File: config.mk
export PLATFORM = sky130hd
export DESIGN_NAME = skid_buffer
export DESIGN_NICKNAME = d
export VERILOG_FILES = /design/src/rtl/skid_buffer.sv
export SDC_FILE = /design/constraint.sdc
export NUM_CORES = 1
export LEC_CHECK = 0
export CAP_MARGIN = 20
export CORE_UTILIZATION = 45
export CTS_CLUSTER_DIAMETER = 60
export DETAILED_ROUTE_END_ITERATION = 10
export DONT_BUFFER_PORTS = 1
export SETUP_SLACK_MARGIN = 0.4
export SYNTH_ARGS = -nofsm -noshare
export SYNTH_HDL_FRONTEND = slang
export SYNTH_SLANG_ARGS = --single-unit
File: constraint.sdc
create_clock -name clk -period 29.5 [get_ports clk]
set_input_delay 4.425 -clock clk [delete_from_list [all_inputs] [get_ports clk]]
set_output_delay 4.425 -clock clk [all_outputs]
set_load 0.02 [all_outputs]
File: src/rtl/skid_buffer.sv
`default_nettype none
// ============================================================================
// Module   : skid_buffer
// Brief    : Full-register valid/ready slice with a main/skid two-entry store.
// Revision : 1.0
// ============================================================================
module skid_buffer #(
    parameter int DATA_W = 256
) (
    input  logic              clk,
    input  logic              rst,
    input  logic              i_valid,
    output logic              i_ready,
    input  logic [DATA_W-1:0] i_data,
    output logic              o_valid,
    input  logic              o_ready,
    output logic [DATA_W-1:0] o_data,
    output logic [1:0]        o_count
);

    typedef enum logic [1:0] {
        EMPTY = 2'd0,
        BUSY  = 2'd1,
        FULL  = 2'd2
    } state_t;

    state_t              state_q, state_d;
    logic                i_ready_q;
    logic                o_valid_q;
    logic [DATA_W-1:0]   main_q, main_d;
    logic [DATA_W-1:0]   skid_q, skid_d;
    logic                w_acc;
    logic                w_out;

    assign w_acc = i_valid && i_ready_q;
    assign w_out = o_valid_q && o_ready;

    always_comb begin
        state_d = state_q;
        main_d  = main_q;
        skid_d  = skid_q;
        case (state_q)
            EMPTY: begin
                if (w_acc) begin
                    state_d = BUSY;
                    main_d  = i_data;
                end
            end
            BUSY: begin
                if (w_acc && !w_out) begin
                    state_d = FULL;
                    skid_d  = i_data;
                end else if (!w_acc && w_out) begin
                    state_d = EMPTY;
                end else if (w_acc && w_out) begin
                    main_d  = i_data;
                end
            end
            FULL: begin
                // i_ready is low here, so only the drain side can move.
                if (w_out) begin
                    state_d = BUSY;
                    main_d  = skid_q;
                end
            end
            default: begin
                state_d = EMPTY;
            end
        endcase
    end

    // Handshake outputs are decoded from the next state so they are pure flops.
    always_ff @(posedge clk) begin
        if (rst) begin
            state_q   <= EMPTY;
            i_ready_q <= 1'b1;
            o_valid_q <= 1'b0;
        end else begin
            state_q   <= state_d;
            i_ready_q <= (state_d != FULL);
            o_valid_q <= (state_d != EMPTY);
        end
    end

    always_ff @(posedge clk) begin
        main_q <= main_d;
        skid_q <= skid_d;
    end

    assign i_ready = i_ready_q;
    assign o_valid = o_valid_q;
    assign o_data  = main_q;
    assign o_count = state_q;

    a_count_range : assert property (@(posedge clk) disable iff (rst) o_count != 2'd3);

endmodule
`default_nettype wire

Word level (Yosys, flattened, before mapping)
Index checks and enable logic that the tools add are counted.

word-level totals
  input port bits = 260
  output and inout port bits = 260
  logic and storage cells = 36
  register bits after elaboration = 516

operators by class
  mux-type cells = 11
  equality and inequality tests = 8
  reductions and logical operators = 12

operators with widths
  kind                                                 count
  2-to-1 mux 256 bit                                   5
  case mux 256 bit (3 select lines)                    1
  inequality test 2 bit, second input constant         6
  2-to-1 mux 2 bit                                     4
  case mux 2 bit (3 select lines)                      1
  AND reduction 6 bit                                  1
  logical AND 1 bit                                    5
  nonzero test 3 bit                                   1
  equality test 2 x 1 -> 1 bit, second input constant  1
  equality test 2 bit, second input constant           1
  zero test 1 bit                                      2
  zero test 2 bit                                      1
  AND reduction 2 bit                                  1
  nonzero test 2 bit                                   1

Depth between registers and ports, before layout
  depth in word-level cells = 7
  mapped depth = 7

Worst setup path after synthesis
Ideal clock, no wire load.

  path kind = input to register
  start point = input port o_ready
  end point = register skid_q[0] (enable)
  buffers on the path = 0
  path slack = 6508 ps
  stages = 3
  setup time = 1187 ps
  arrival time = 21805 ps
  cell sequence = nand2_1 -> nand2_1 -> nor3_1

on the way
  word-level cells in the longest chain between the ends = 4

ends and longest elaborated chain
  item                           line  RTL
  from (decl)                    16    input logic o_ready,
  logical AND 1 bit              36    assign w_out = o_valid_q && o_ready;
  zero test 1 bit                50    if (w_acc && !w_out) begin
  logical AND 1 bit              50
  AND reduction 2 bit (no line)  n/a
  to (signal assigned)           87    skid_q <= skid_d;
  to (decl)                      31    logic [DATA_W-1:0] skid_q, skid_d;

No other way between the ends.
A chain may end at the register's enable or synchronous reset.

Final worst setup path
  start point = input port o_ready
  end point = register main_q[185], in the netlist o_data[185] (enable)

on the way
  word-level cells in the longest chain between the ends = 5
  elaborated cells between the ends (all ways) = 10

ends and longest elaborated chain
  item                               line  RTL
  logical AND 1 bit (*)              36
  zero test 1 bit                    50
  logical AND 1 bit                  50
  inequality test 2 bit (no line)    n/a
  AND reduction 6 bit (no line) (*)  n/a
  to (signal assigned)               86    main_q <= main_d;
  to (decl)                          30    logic [DATA_W-1:0] main_q, main_d;

Every way passes the cells marked *; elsewhere a longest branch is shown, timed or not.

==> reports/metrics.csv <==
metric,value,unit
rr_startpoint,o_count[1],
clockRootBuffer,clkbuf_16,
leakagePower,7.884,nW
syn_to_final_growth,9.250,%
critPathArrivalTime,7.11,ns
synthCells,1362,
yosys.area.top_type,edfxtp_1,
grt_overflow_total,0,
drt_first_iter_violations,714,
routed-via-count,9711,
grt_max_degree,92,
fin_crit_sh,0.2336,
avgSynthCellArea,14.02,um^2
period_needed,6.891,ns
post-place-cells,1854,
power,1.688,mW
start_util,0.4553,
drcViolationCount,0,
ff2ff_path_depth,5,
cts_buffers,53,
routed_wl,40.93,mm
worst-endpoint-required,29.72,ns
synth_cell_type_count,19,
grt_pass1_wl,60.44,mm
io_buffers,0,
critPathMaxStageDelay,0.85,ns
ir_drop,0.04959,mV
ant_nets,0,
worstHoldPathCells,2,
layout-drive-gt1-share,0.06175,
cts.sinks,516,
crit_top_cell,buf_4,
status,"finished, final reports clean",
crit_chain,"nand2_1, nor3_1, or3_4, buf_4, buf_4",
antenna_found_initial,2,
rows,75,
crit_path_end_kind,register,
worstHoldEndpoint,o_data[13],
finalHoldViolCount,0,
reg2reg_setup_slack,25.64,ns
synth_nets,1622,
post_drt_wl_per_cell,20.99,um
cts.clk_slew.worst_paths,0.06,ns
instances_no_fill,1950,
ys_seq_elements,516,
ioPinCount,520,
r2r-end,o_data[185],
cts_resized,0,
synthTopCellsByArea,"edfxtp_1 (81%), nand2_1 (15%), buf_6 (3.2%)",
first_pass_iters,4,
maxCapViolCount,0,
synth.yosys.seq_area_share,0.8092,
min_from,skid_q[13],
slowest_stage,buf_4,
dieHeight,208.0,um
cts_max_level,2,
cts_setup_buffers,0,
via_per_inst,4.980,
clk_latency,0.59,ns
cts_tree,built,
nets,1630,
tns,0,ns
dp_hpwl,26.71,mm
cp_top_family,buffers and inverters,
worstMarginPinSlew,1.045,ns
crit_buf_inv,2,
grt_pass1_vias,9506,
core,0.04195,mm^2
cts-hold-fix-buffers,0,
synth_top_area_share,0.8050,
relSlewSlack,0.3030,
clock.fmax,145.1,MHz
power_density,80.89,mW/mm^2
start_kind,input port,
critPathMaxFanout,70,
critPathKind,input port to register,
syn_area,0.01910,mm^2
yosys_warnings,0,
clock_skew,0.02151,ns
rsz0062_at_grt,no,
slew_viol_final,0,
hold_class,register to register,
gp_congestion,0.8057,
cts.path.max_buffers,3,
final_core_util,0.4974,
track_usage,0.1859,
die-width,208.0,um
setup_violations,0,
die-area,0.04327,mm^2
cells by family after synthesis:
logic type	Yosys count	share of synthesized area
flops	516	0.8092
buf+inv	61	0.03433
compound gates	4	0.001638
simple gates	781	0.1548
registers in the layout (all words and copies together), names as in the netlist:
| register | count |
|---|---|
| i_ready | 1 |
| o_count | 2 |
| o_data | 256 |
| o_valid | 1 |
| skid_q | 256 |
worst max path at each step:
| stage | start | end | slack [ns] | cells past startpoint |
|---|---|---|---|---|
| after floorplan | o_ready | skid_q[0] | 6.51 | 3 |
| after global placement | o_ready | o_data[133] | 21.98 | 5 |
| after detailed placement | o_ready | o_data[133] | 21.97 | 5 |
| after CTS | o_ready | o_data[207] | 22.60 | 5 |
| after global routing | o_ready | o_data[207] | 22.40 | 5 |
| final | o_ready | o_data[185] | 22.61 | 5 |
layout make-up:
type / count / area, um^2
tap: 539 / 674.4
sequential: 516 / 15450
antenna: 2 / 5.005
fill: 3590 / 21080
clock inverter: 26 / 191.4
inverter: 1 / 3.754
clock buffer: 68 / 1425
multi-input combinational: 785 / 3013
timing repair buffer: 13 / 97.59
worst register-to-register path, stage by stage (launching register included):
cell	delay, ns
dfxtp_1	0.66
nand2b_4	0.33
nor2_1	0.18
or3_4	0.67
buf_4	0.86
buf_4	0.77
synth_stat cells, drive strengths merged:
cell / number
nor2: 1
a221oi: 1
nand4: 1
a211oi: 1
nand4b: 1
edfxtp: 512
nor3: 3
nor2b: 1
or3: 1
a221o: 1
o21ai: 1
nor4bb: 1
buf: 60
nand2b: 1
dfxtp: 4
nand2: 771
inv: 1
metal layers:
metal	up-vias	track usage	share of wire
li1	4641	-	-
met4	2	0.07101	0.031
met1	4616	0.2128	0.37
met2	374	0.3055	0.50
met5	-	0	0.00032
met3	78	0.08423	0.10
cell usage in the layout, fill, tap and decap left out, types with 2 or more instances in the layout:
| cell type | count |
|---|---|
| dfxtp_1 | 4 |
| inv_6 | 2 |
| clkbuf_16 | 55 |
| edfxtp_1 | 512 |
| clkbuf_1 | 13 |
| diode_2 | 2 |
| clkinv_4 | 2 |
| clkinv_2 | 7 |
| buf_4 | 13 |
| bufinv_16 | 2 |
| nand2_1 | 771 |
| clkinv_1 | 12 |
| nor3_1 | 2 |
power breakdown:
group	total (mW)	leakage, nW	switching (mW)	internal [mW]
sequential	0.981	4.83	0.0846	0.897
combinational	0.0833	2.26	0.0653	0.0180
clock	0.623	0.792	0.266	0.358
stage by stage:
step	hold WS, ns	worst slack, ns	instance area (um^2)
2_1_floorplan	0.4835	6.508	19100
5_1_grt	0.5124	22.40	20860
4_1_cts	0.4879	22.60	20860
6_report	0.4951	22.61	20870
3_3_place_gp	0.4871	21.98	19240
3_5_place_dp	0.4904	21.97	19240
Power figures use the tool's default switching activity.
==> RTL change (config.mk and constraints unchanged) <==
Make the reset (`rst`) asynchronous in one clocked block.
--- a/src/rtl/skid_buffer.sv
+++ b/src/rtl/skid_buffer.sv
@@ -72,3 +72,3 @@
     // Handshake outputs are decoded from the next state so they are pure flops.
-    always_ff @(posedge clk) begin
+    always_ff @(posedge clk or posedge rst) begin
         if (rst) begin
Behaviour: not the same (Yosys sat finds a counterexample within 4 cycles, from zero or initial values and one cycle with rst high).
==> RTL change against the original RTL <==
  * Count of clock-buffer cells in the layout is 5 lower
  * Critical path depth did not move
  * Cell count shrank 24%
  * Setup slack lost 0.097 ns
  * Wire length decreased by 7.4%
  * Final area up 4.1%
  * Synthesized area up 2.4%
  * Sequential cell count unchanged
  * Critical path type unchanged
  * Critical endpoint is now o_data[92]$_DFFE_PP_
Power is not compared: it rests on default switching activity, and its combinational part moved more than twofold at a synthesized area within 25%.
==> RTL change: results (changes against the original RTL) <==
Status = complete, no violations
Detailed placement HPWL = 25.0 mm (-6.6%)
Routed WL per cell = 25.6 um (+22%)
FF-to-FF Start = i_ready$_DFF_PP1_
Synth cell types = 21 (+2)
Total number of vias = 7610 (-22%)
Initial antenna violation count = 0 (-2)
Fraction of registers with async set/reset = 0.775% (+0.78 points)
Synthesized instance count = 817 (-40%)
Initial DRC count = 460 (-36%)
Crit path capture = o_data[92]$_DFFE_PP_
Final Hold Slack = 0.541 ns (+0.0458 ns)
Post-synthesis sequential area ratio = 79.1% (-1.8 points)
Net Switching = 0.000711 W
Comb power frac = 12.6%
Die ar. = 44300 um^2 (+2.4%)
First-pass GRT wire length = 53.4 mm (-12%)
Top Layer Used = met4
Worst skew pair latency = 0.57 ns (-0.02 ns)
Hold path start = skid_q[163]$_DFFE_PP_
Setup slack at placement = 21.82 ns (-0.157 ns)
Rel. slew slack = 30.0% (-0.34 points)
Share of layout cells above drive strength 1 = 38.8% (+33 points)
Max FO, Critical Path = 74 (+5.7%)
# diodes = 0 (-2)
Area growth syn-to-layout = 11.1%
Met2 Use GR = 25.9% (-4.6 points)
Gpl congestion = 0.759 (-5.8%)
Vias in the first global route = 7696 (-19%)
Pin count of the biggest net entering global routing = 146 (+59%)
Post-route non-filler standard cell count = 1481 (-24%)
Top post-synthesis cells by area = edfxtp_1, mux2_4, mux2_2
Clock Skews = 0.0148 ns (-0.00669 ns)
Post-synth top cells = edfxtp_1, mux2_4, mux2_2
Met1 Usage GRT = 18.7% (-2.5 points)
Dpl cell area = 20000 um^2 (+4.1%)
Total track usage = 16.5% (-2.1 points)
Fill cells = 3422 (-4.7%)
Hold Crit Endpoint = o_data[163]$_DFFE_PP_
Metal3 WL = 5.15 mm (+22%)
Net Count, Synth = 1077 (-34%)
Placed insts = 1382 (-25%)
WL met2 = 17.9 mm (-12%)
Hold path depth = 1 (-1)
[RTL change: changes by cell type in the layout (fill, tap and decap cells not counted), sizes merged, moves of 3 or more]
| cell | before | now |
|---|---|---|
| nand2 | 771 | 3 |
| clkbuf | 68 | 63 |
| dfrtp | 0 | 3 |
| nor3 | 3 | 0 |
| mux2 | 0 | 256 |
| dfxtp | 4 | 0 |
| clkinvlp | 0 | 4 |
[RTL change: cell type report]
class / count / share of cell area, %
repair buffers: 11 / 0.622
clock inverters: 34 / 1.32
flip-flops and latches: 516 / 71.2
multi-input cells: 271 / 17.2
well taps: 585 / 3.37
inverters: 1 / 0.0173
clock buffers: 63 / 6.28
[RTL change: cell families after synthesis]
| family | synth area share [%] |
|---|---|
| buffers and inverters | 1.90 |
| AND/OR/NAND/NOR | 0.313 |
| multiplexers | 18.5 |
| flip-flops | 79.1 |
| AO/OA/AOI/OAI | 0.179 |
